==> config.mk <==
export PLATFORM = sky130hd
export DESIGN_NAME = div_unit
export DESIGN_NICKNAME = d
export VERILOG_FILES = /design/src/rtl/div_unit.sv
export SDC_FILE = /design/constraint.sdc
export NUM_CORES = 1
export LEC_CHECK = 0
export BUFFER_PORTS_ARGS = -buffer_cell sky130_fd_sc_hd__buf_2
export CORE_ASPECT_RATIO = 1.5
export CORE_MARGIN = 4
export CORE_UTILIZATION = 30
export DETAILED_ROUTE_END_ITERATION = 12
export SYNTH_ARGS = -nofsm -noshare
export SYNTH_HDL_FRONTEND = slang
export SYNTH_SLANG_ARGS = --single-unit
==> constraint.sdc <==
create_clock -name clk -period 5.5 [get_ports clk]
set_clock_uncertainty 0.15 [all_clocks]
set_input_delay 1.1 -clock clk [delete_from_list [all_inputs] [get_ports clk]]
set_output_delay 1.1 -clock clk [all_outputs]
set_load 0.02 [all_outputs]
==> src/rtl/div_unit.sv <==
// div_unit: multi-cycle restoring integer divider for the EX stage.
// Produces {remainder, quotient} after WIDTH iterations and requests a
// pipeline stall from the cycle the divide is accepted until DONE.
module div_unit #(
  parameter int WIDTH = 32
) (
  input  logic               clk,
  input  logic               rst,
  input  logic               start,
  input  logic               signed_div,
  input  logic [WIDTH-1:0]   a,
  input  logic [WIDTH-1:0]   b,
  input  logic               cancel,
  output logic               stall_div,
  output logic               ready,
  output logic [2*WIDTH-1:0] result
);

  localparam int CW = $clog2(WIDTH) + 1;
  localparam logic [CW-1:0] LAST_COUNT = CW'(WIDTH - 1);

  typedef enum logic [1:0] {IDLE, BUSY, DONE} state_t;

  state_t             state;
  logic [CW-1:0]      count;
  logic [2*WIDTH-1:0] w;
  logic [WIDTH-1:0]   b_abs;
  logic               qs;
  logic               rs;

  logic [WIDTH-1:0]   a_abs_in;
  logic [WIDTH-1:0]   b_abs_in;
  logic [2*WIDTH-1:0] w_sh;
  logic [WIDTH:0]     t;
  logic [2*WIDTH-1:0] w_step;
  logic [WIDTH-1:0]   q_fin;
  logic [WIDTH-1:0]   r_fin;

  // Operand magnitudes at issue; DIVU passes the raw bit patterns through.
  always_comb begin
    a_abs_in = a;
    b_abs_in = b;
    if (signed_div && a[WIDTH-1]) a_abs_in = -a;
    if (signed_div && b[WIDTH-1]) b_abs_in = -b;
  end

  // One restoring step: shift, trial subtract, keep the difference if it fits.
  always_comb begin
    // NOTE: every always_comb output gets a default first so no path infers a latch.
    w_step = '0;
    w_sh   = {w[2*WIDTH-2:0], 1'b0};
    t      = {1'b0, w_sh[2*WIDTH-1:WIDTH]} - {1'b0, b_abs};
    if (t[WIDTH]) w_step = w_sh;
    else          w_step = {t[WIDTH-1:0], w_sh[WIDTH-1:1], 1'b1};
  end

  // Sign fix-up of the final step, applied as the result is loaded.
  always_comb begin
    q_fin = qs ? -w_step[WIDTH-1:0]       : w_step[WIDTH-1:0];
    r_fin = rs ? -w_step[2*WIDTH-1:WIDTH] : w_step[2*WIDTH-1:WIDTH];
  end

  // Stall from the accepting IDLE cycle through the last BUSY cycle.
  always_comb begin
    stall_div = ((state == IDLE) && start && !cancel) || (state == BUSY);
  end

  // Divider FSM with registered ready/result; cancel beats start in every state.
  always_ff @(posedge clk) begin
    // NOTE: state uses non-blocking assignments so every register sees pre-edge values.
    if (rst) begin
      state  <= IDLE;
      count  <= '0;
      w      <= '0;
      b_abs  <= '0;
      qs     <= 1'b0;
      rs     <= 1'b0;
      ready  <= 1'b0;
      result <= '0;
    end else if (cancel) begin
      state <= IDLE;
      ready <= 1'b0;
    end else begin
      case (state)
        IDLE: begin
          ready <= 1'b0;
          if (start) begin
            w     <= {{WIDTH{1'b0}}, a_abs_in};
            b_abs <= b_abs_in;
            qs    <= signed_div & (a[WIDTH-1] ^ b[WIDTH-1]);
            rs    <= signed_div & a[WIDTH-1];
            count <= '0;
            state <= BUSY;
          end
        end
        BUSY: begin
          w     <= w_step;
          count <= count + 1'b1;
          if (count == LAST_COUNT) begin
            result <= {r_fin, q_fin};
            ready  <= 1'b1;
            state  <= DONE;
          end
        end
        DONE: begin
          // start is still high for the retiring instruction; do not re-trigger.
          ready <= 1'b0;
          state <= IDLE;
        end
        default: begin
          ready <= 1'b0;
          state <= IDLE;
        end
      endcase
    end
  end

endmodule

# Word level (Yosys, flattened, before mapping)
# Cells that the tools add are included.
# W data, S select, Z words.
# word_totals
memories,0
mem_bits_ro,0
ff_bits,170
mem_bits_rw,0
out_inout_bits,66
latch_bits,0
in_bits,69
# op_classes
div,0
order_cmp,0
shifts,0
n_eq_ne,4
mux,12
multipliers,0
n_addsub,6
bitwise,5
reduce_logical,14
# ops
cell,n
$mux W32,4
$neg A32 Y32,4
$pmux W63 S2,1
$mux W64,1
$mux W63,1
$sub A32 B32 Y33,1
$pmux W6 S2,1
$reduce_and A3 Y1,3
$add A6 B1 Y6 const B,1
$eq A6 B5 Y1 const B,1
$mux W6,1
$logic_and A1 B1 Y1,4
$mux W2,2
$pmux W2 S2,1
$reduce_or A3 Y1,1
$and A1 B1 Y1,2
$eq A2 B1 Y1 const B,1
$logic_not A2 Y1,1
$ne A2 B1 Y1 const B,1
$ne A2 B2 Y1 const B,1
$not A1 Y1,2
$reduce_and A2 Y1,1
$reduce_bool A2 Y1,1
$reduce_or A2 Y1,1
other kinds (3),3

# Logic depth before layout (Yosys ltp)
# Gate-level depths: netlist (run 1).
# logic_depth
ltp_word,4
mapped_depth,23

# Worst setup path after synthesis (run 1)
# Ideal clock, no wire load.
# synth_path
path_type,register -> register
from,reg w[31]
to,reg result[58]
t_required_ps,5233
path_stages_with_launch,23
arrival_time_ps,5136
path_buffers,3
setup_time_ps,117
path_slack_ps,97
path_cell_list,dfxtp_1 > inv_1 > ha_1 > fa_1 > nor2b_1 > o31ai_4 > a21oi_1 > o21ai_1 > a211o_1 > nand2_1 > buf_2 > clkbuf_1 > clkbuf_1 > nand2_1 > o21ai_0 > ha_1 > inv_1 > a2111o_1 > a222oi_1 > and3_2 > a31oi_1 > xnor2_1 > a22o_1
# synth_between
elab_chain_cells,4
# synth_lines
element,line_no,text
"start, declared",26,logic [2*WIDTH-1:0] w;
"start signal, assigned",88,"w <= {{WIDTH{1'b0}}, a_abs_in};"
"start signal, assigned",97,w <= w_step;
$sub A32 B32 Y33,52,"t = {1'b0, w_sh[2*WIDTH-1:WIDTH]} - {1'b0, b_abs};"
$mux W64 *,53,if (t[WIDTH]) w_step = w_sh;
$neg A32 Y32,60,r_fin = rs ? -w_step[2*WIDTH-1:WIDTH] : w_step[2*WIDTH-1:WIDTH];
$mux W32 *,60,
"end signal, assigned",100,"result <= {r_fin, q_fin};"
"end, declared",16,output logic [2*WIDTH-1:0] result
# Every way passes the cells marked *; elsewhere a longest branch is shown, timed or not.
# A chain may end at the register's enable or synchronous reset.

# Worst setup path in the final report (run 1)
# layout_path
from,reg w[31]
to,reg result[62]
# The elaborated chain is that of the path after synthesis.

==> results of run 1 <==
[state kept, by name, indices dropped and copies added, names as in the netlist]
signal  flops
b_abs      32
rs          1
w          63
result     64
qs          1
state       2
ready       1
count       6
[synthesized netlist by cell type (all sizes together), types with 11 or more instances]
library cell,n
a211oi,90
a21oi,124
a22o,12
a311oi,13
a31oi,11
and3,13
buf,13
clkbuf,79
dfxtp,170
ha,37
inv,50
mux2i,23
nand2,178
nand3,30
nand4,12
nor2,183
nor3,36
nor4,13
o21a,13
o21ai,105
o31ai,23
o41ai,16
or3,17
or4,16
xnor2,54
xor2,75
[cells by family (layout without fill, tap and decap cells)]
kind of cell	Yosys count	in the layout
simple gates	543	543
compound gates	468	468
flops	170	170
buf+inv	142	236
xor+xnor	129	129
fa+ha+maj	38	38
mux	28	28
[final cells by class]
class	instances	area share, %
multi-input combinational	1206	57.3
sequential	170	26.0
inverter	50	1.43
clock buffer	17	3.25
clock inverter	15	1.08
tap	489	4.67
timing repair buffer	154	6.29
[stage by stage]
| step | total power (µW) | cells | utilization, % | setup WS [ns] | cell area [µm²] |
|---|---|---|---|---|---|
| after floorplan | 1780 | 1518 | - | 0.0972 | 11400 |
| after global placement | 1990 | 2069 | 33.3 | 0.677 | 12500 |
| after detailed placement | 2000 | 2069 | 33.3 | 0.540 | 12500 |
| after CTS | 3200 | 2101 | 34.8 | 0.508 | 13100 |
| after global routing | 3330 | 2101 | 34.8 | 0.0995 | 13100 |
| final | 3170 | 2101 | 34.8 | 0.448 | 13100 |
[per-layer routing]
metal	share of wire [%]	up-vias
met1	38	5354
met5	0.031	-
met3	3.8	88
li1	-	5658
met2	52	307
met4	6.7	2
[where the power goes]
part	total, µW	switching [µW]	leakage, µW	internal, µW
Sequential	1300	36.4	0.00138	1260
Clock	1200	564	0.000277	633
Combinational	675	434	0.00340	242
[how the worst min path moves through the flow]
stage / startpoint / end / slack [ns] / cells past startpoint
6_report: result[41] / result[41] / 0.30 / 2
5_1_grt: result[42] / result[42] / 0.32 / 2
4_1_cts: result[41] / result[41] / 0.30 / 2
3_5_place_dp: result[35] / result[35] / 0.29 / 2
3_3_place_gp: result[35] / result[35] / 0.29 / 2
2_1_floorplan: b_abs[0] / b_abs[0] / 0.29 / 2
[worst min-delay path, stage by stage (launching register included)]
cell and delay [ns]:
dfxtp_1 0.31, nand2_1 0.05, a21oi_1 0.05
==> results.toml, run 1 <==
[outcome]
outcome = "finished, final reports clean"

[synth]
syn_area_um2 = 11400
syn-instance-count = 1518
syn_nets = 1625
synth_top_area_share_pct = 29.8
synth_top_family_by_area = "compound AO/OA/AOI/OAI gates"
async_reset_ff_share_pct = 0
synth_compound_area_share_pct = 27.1
synth.distinct_cells = 73
syn_area_per_cell_um2 = 7.53
synthAdderAreaFrac_pct = 4.23
synth_top_area_cell = "dfxtp_1"
ys_seq_area_share_pct = 29.8
synth_enable_flop_cells = 0
synth_seq_cells = 170
synthSimpleGateAreaFrac_pct = 21.7
ys_warn_count = 0
synthFlopType = "dfxtp_1"
synth_area_leaders = "dfxtp_1 30%, nor2_1 6.0%, a211oi_1 5.9%"
yosys-mux-area-fraction_pct = 2.51
synth_xor_area_share_pct = 9.89

[worst_setup_path]
endpoint = "result[62]"
cp_max_fo = 11
setup.worst_path.start = "w[31]"
critPathCaptureType = "flip-flop"
r2r_cells = 20
crit_cells = 20
cp_data_arrival_time_ns = 5.25
start_kind = "flip-flop"
critical_path.slowest_cell = "dfxtp_1"
critPathRequiredTime_ns = 5.70
cp_slowest_stage_delay_ns = 0.41
r2r-start = "w[31]"
crit_buf_inv = 3
critical_path.cell_chain = "inv_1 > ha_1 > fa_1 > nor2b_1 > o31ai_4 > a21oi_1 > o21ai_1 > a211o_1 > nand2_2 > nand2_1 > o21ai_0 > ha_1 > inv_1 > a2111o_1 > a222oi_1 > buf_4 > nand3_1 > o41ai_2 > xnor2_1 > a22o_1"
worstReg2RegEnd = "result[62]"
timing_worst_setup_path_type = "reg2reg"
worst-r2r-setup-slack_ns = 0.45
cp_top_family = "compound AO/OA/AOI/OAI gates"

[global_routing]
grt_max_degree = 74
grt_use_met3_pct = 2.94
use_met1_pct = 19.2
grt_overflow = 0
grt_pass1_wl_um = 60100
antenna_found_initial = 1
grt_util_all_layers_pct = 18.2
grt.busiest_layer = "met2"
grt_pass1_vias = 10984
use_met2_pct = 33.3

[floorplan]
io_pins = 135
die_h_um = 247
initial_core_util_pct = 30.3
core_area_um2 = 37700
die_area_um2 = 41300
rows = 87
die_w_um = 167

[timing]
finalSetupViolations = 0
final_hold_viol_count = 0
holdWs_ns = 0.300
rsz0062_at_grt = "false"
worstMarginPinSlew_ns = 1.06
maxSlewViolCount = 0
fin_crit_sh_pct = 91.8
post-route-min-period_ns = 5.05
fmax_ghz = 0.198
tns_ns = 0
slew_headroom_pct = 28.9

[route]
drt_iter0_drc = 723
routed_via_density = 5.43
wl_um = 38300
firstDrtPassIters = 5
vias = 11409
drc = 0
wl_per_cell_um = 18.2
postRouteAntennaNets = 0

[clocking]
cts.sinks = 170
clkLatencyLatePin_ns = 0.45
root_buffer = "clkbuf_16"
post-cts-setup-buffers = 0
cts_hold_buffers = 0
clock_path_buffers = 2
ctsResizeCount = 0
cts_made_buffers = 17
clk_pin_slew_worst_paths_ns = 0.07
h-tree-depth = 4
cts_tree = "done"

[final_layout]
synthToLayoutAreaGrowth_pct = 14.6
seq_area_um2 = 3400
diodes = 0
drive_gt1_share_pct = 13.0
layout_commonest_cell = "nor2_1"
layout_common_cells = "181 x nor2_1, 177 x nand2_1, 170 x dfxtp_1, 133 x buf_2, 124 x a21oi_1"
final_nets = 1706
n_fill_cell = 4050
multi_input_area_um2 = 7500

[power_and_ir_drop]
power_leakage_uw = 0.00506
peakVddDrop_v = 0.000228
power_density_nw_per_um2 = 242

[flow_run]
maxCapViolations = 0

[place]
hpwl_um = 29400
port_buffers = 134
gp_congestion = 0.924

[hold_path]
hold_class = "reg2reg"
Power figures use the tool's default switching activity.
==> run 2, diff against run 1 <==
--- a/config.mk
+++ b/config.mk
@@ -6,7 +6,6 @@
 export NUM_CORES = 1
 export LEC_CHECK = 0
 export BUFFER_PORTS_ARGS = -buffer_cell sky130_fd_sc_hd__buf_2
-export CORE_ASPECT_RATIO = 1.5
 export CORE_MARGIN = 4
 export CORE_UTILIZATION = 30
 export DETAILED_ROUTE_END_ITERATION = 12
==> run 2 against run 1 <==
Against the previous run:
- final area rose by 0.28%
- die area fell by 0.15%
- count of clock-buffer cells in the layout rose by 3
- critical path type unchanged
- largest cell class unchanged
- highest routed layer is now met4
==> results.toml, run 2 (synthesized netlist as in run 1, its figures left out) <==
[outcome]
outcome = "finished, final reports clean"

[worst_setup_path]
cp_slowest_stage_delay_ns = 0.42
cp_data_arrival_time_ns = 5.28
critPathRequiredTime_ns = 5.68
timing_worst_setup_path_type = "reg2reg"
start_kind = "flip-flop"
cp_max_fo = 12
critical_path.slowest_cell = "fa_1"
critPathCaptureType = "flip-flop"
critical_path.cell_chain = "inv_1 > ha_1 > fa_1 > nor2b_2 > o31ai_4 > a21oi_1 > o21ai_1 > a211o_1 > nand2_2 > nand2_1 > o21ai_0 > ha_1 > inv_1 > a2111o_1 > a222oi_1 > buf_4 > and3_2 > a31oi_1 > xnor2_1 > a22o_1"

[route]
routed_via_density = 5.39
postRouteAntennaNets = 0
firstDrtPassIters = 7
wl_per_cell_um = 17.6
vias = 11419
wl_um = 37200
drc = 0
drt_iter0_drc = 971

[floorplan]
die_w_um = 203
initial_core_util_pct = 30.3
io_pins = 135
die_h_um = 203
die_area_um2 = 41300
core_area_um2 = 37700
rows = 71

[clocking]
post-cts-setup-buffers = 0
root_buffer = "clkbuf_16"
cts.sinks = 170
clock_path_buffers = 2
h-tree-depth = 4
cts_hold_buffers = 0
clkLatencyLatePin_ns = 0.44
cts_tree = "done"
cts_made_buffers = 17
clk_pin_slew_worst_paths_ns = 0.07

[timing]
final_hold_viol_count = 0
fmax_ghz = 0.196
slew_headroom_pct = 23.0
tns_ns = 0
finalSetupViolations = 0
fin_crit_sh_pct = 92.8
maxSlewViolCount = 0
worstMarginPinSlew_ns = 1.15
post-route-min-period_ns = 5.10
worst_slack_ns = 0.397
rsz0062_at_grt = "false"

[final_layout]
layout_commonest_cell = "nor2_1"
final_nets = 1703
post-route-util_pct = 34.9
largest_reg_flops = 64
diodes = 0
drive_gt1_share_pct = 12.9
largest_register = "result"
synthToLayoutAreaGrowth_pct = 14.9
seq_area_um2 = 3400
layout_common_cells = "181 x nor2_1, 177 x nand2_1, 170 x dfxtp_1, 133 x buf_2, 124 x a21oi_1"
n_fill_cell = 4084
multi_input_area_um2 = 7510
reg_top3 = "result (64), w (63), b_abs (32)"

[hold_path]
hold_class = "reg2reg"

[global_routing]
grt_util_all_layers_pct = 17.5
grt_pass1_vias = 10427
grt_pass1_wl_um = 59100
grt_overflow = 0
grt_max_degree = 91
antenna_found_initial = 0

[place]
gp_congestion = 0.930
hpwl_um = 28700
pre_cts_ws_ns = 0.439
port_buffers = 134

[power_and_ir_drop]
power_leakage_uw = 0.00506
power_uw = 3200
power_density_nw_per_um2 = 243
peakVddDrop_v = 0.000172

[flow_run]
maxCapViolations = 0
run 2: changes by cell type in the layout (fill, tap and decap cells not counted):
| cell | previous run | this run |
|---|---|---|
| buf_12 | 0 | 1 |
| buf_4 | 21 | 17 |
| clkbuf_1 | 0 | 1 |
| clkbuf_8 | 0 | 2 |
| clkinv_2 | 3 | 1 |
| clkinv_4 | 3 | 2 |
| clkinvlp_4 | 2 | 1 |
| inv_8 | 1 | 2 |
| nor2b_1 | 9 | 8 |
| nor2b_2 | 0 | 1 |
run 2: what timing repair did:
| item | in CTS | in global routing |
|---|---|---|
| endpoints found under the setup margin | 0 | 2 |
| endpoints found under the hold margin | 0 | 0 |
| resized for setup | 0 | 1 |
run 2: critical path: cells and delay by family, from the launching register on:
kind | cells | cell delay (ns)
and+or+nand+nor | 4 | 0.82
DFF | 1 | 0.41
adders and majority gates | 3 | 0.92
buffers and inverters | 3 | 0.38
xor gates and xnor gates | 1 | 0.16
AOI/OAI and AO/OA | 9 | 2.12
run 2: layout make-up:
| class | count | area share (%) |
|---|---|---|
| well taps | 511 | 4.87 |
| repair buffers | 151 | 6.19 |
| clock inverters | 12 | 0.962 |
| inverters | 50 | 1.43 |
| clock buffers | 20 | 3.48 |
| multi-input cells | 1206 | 57.2 |
| flip-flops and latches | 170 | 25.9 |
run 2: report_power, final:
group	internal, µW	switching (µW)	total [µW]
Sequential	1260	40.3	1300
Combinational	241	421	661
Clock	663	566	1230
run 2: layer usage:
metal  vias up  GRT usage [%]  wire [µm]
met4         0           4.50        679
met5         -              0          0
met3        49           2.51       2090
met2       364           26.5      16100
met1      5332           26.0      18300
li1       5674              -          -
run 2: path summary, 6_finish.rpt:
path / from / end / slack, ns / cells past startpoint
worst max-delay path: w[31] / result[58] / 0.40 / 20
worst min-delay path: result[44] / result[44] / 0.30 / 2
worst max register to register: w[31] / result[58] / 0.40 / 20
worst min register to register: result[44] / result[44] / 0.30 / 2
run 2: metrics by stage:
stage	std cells	hold WS [ns]	instance area (µm²)
floorplan	1518	0.290	11400
global route	2120	0.317	13100
finish	2120	0.297	13100
global placement	2088	0.293	12500
detailed placement	2088	0.292	12500
CTS	2120	0.301	13100
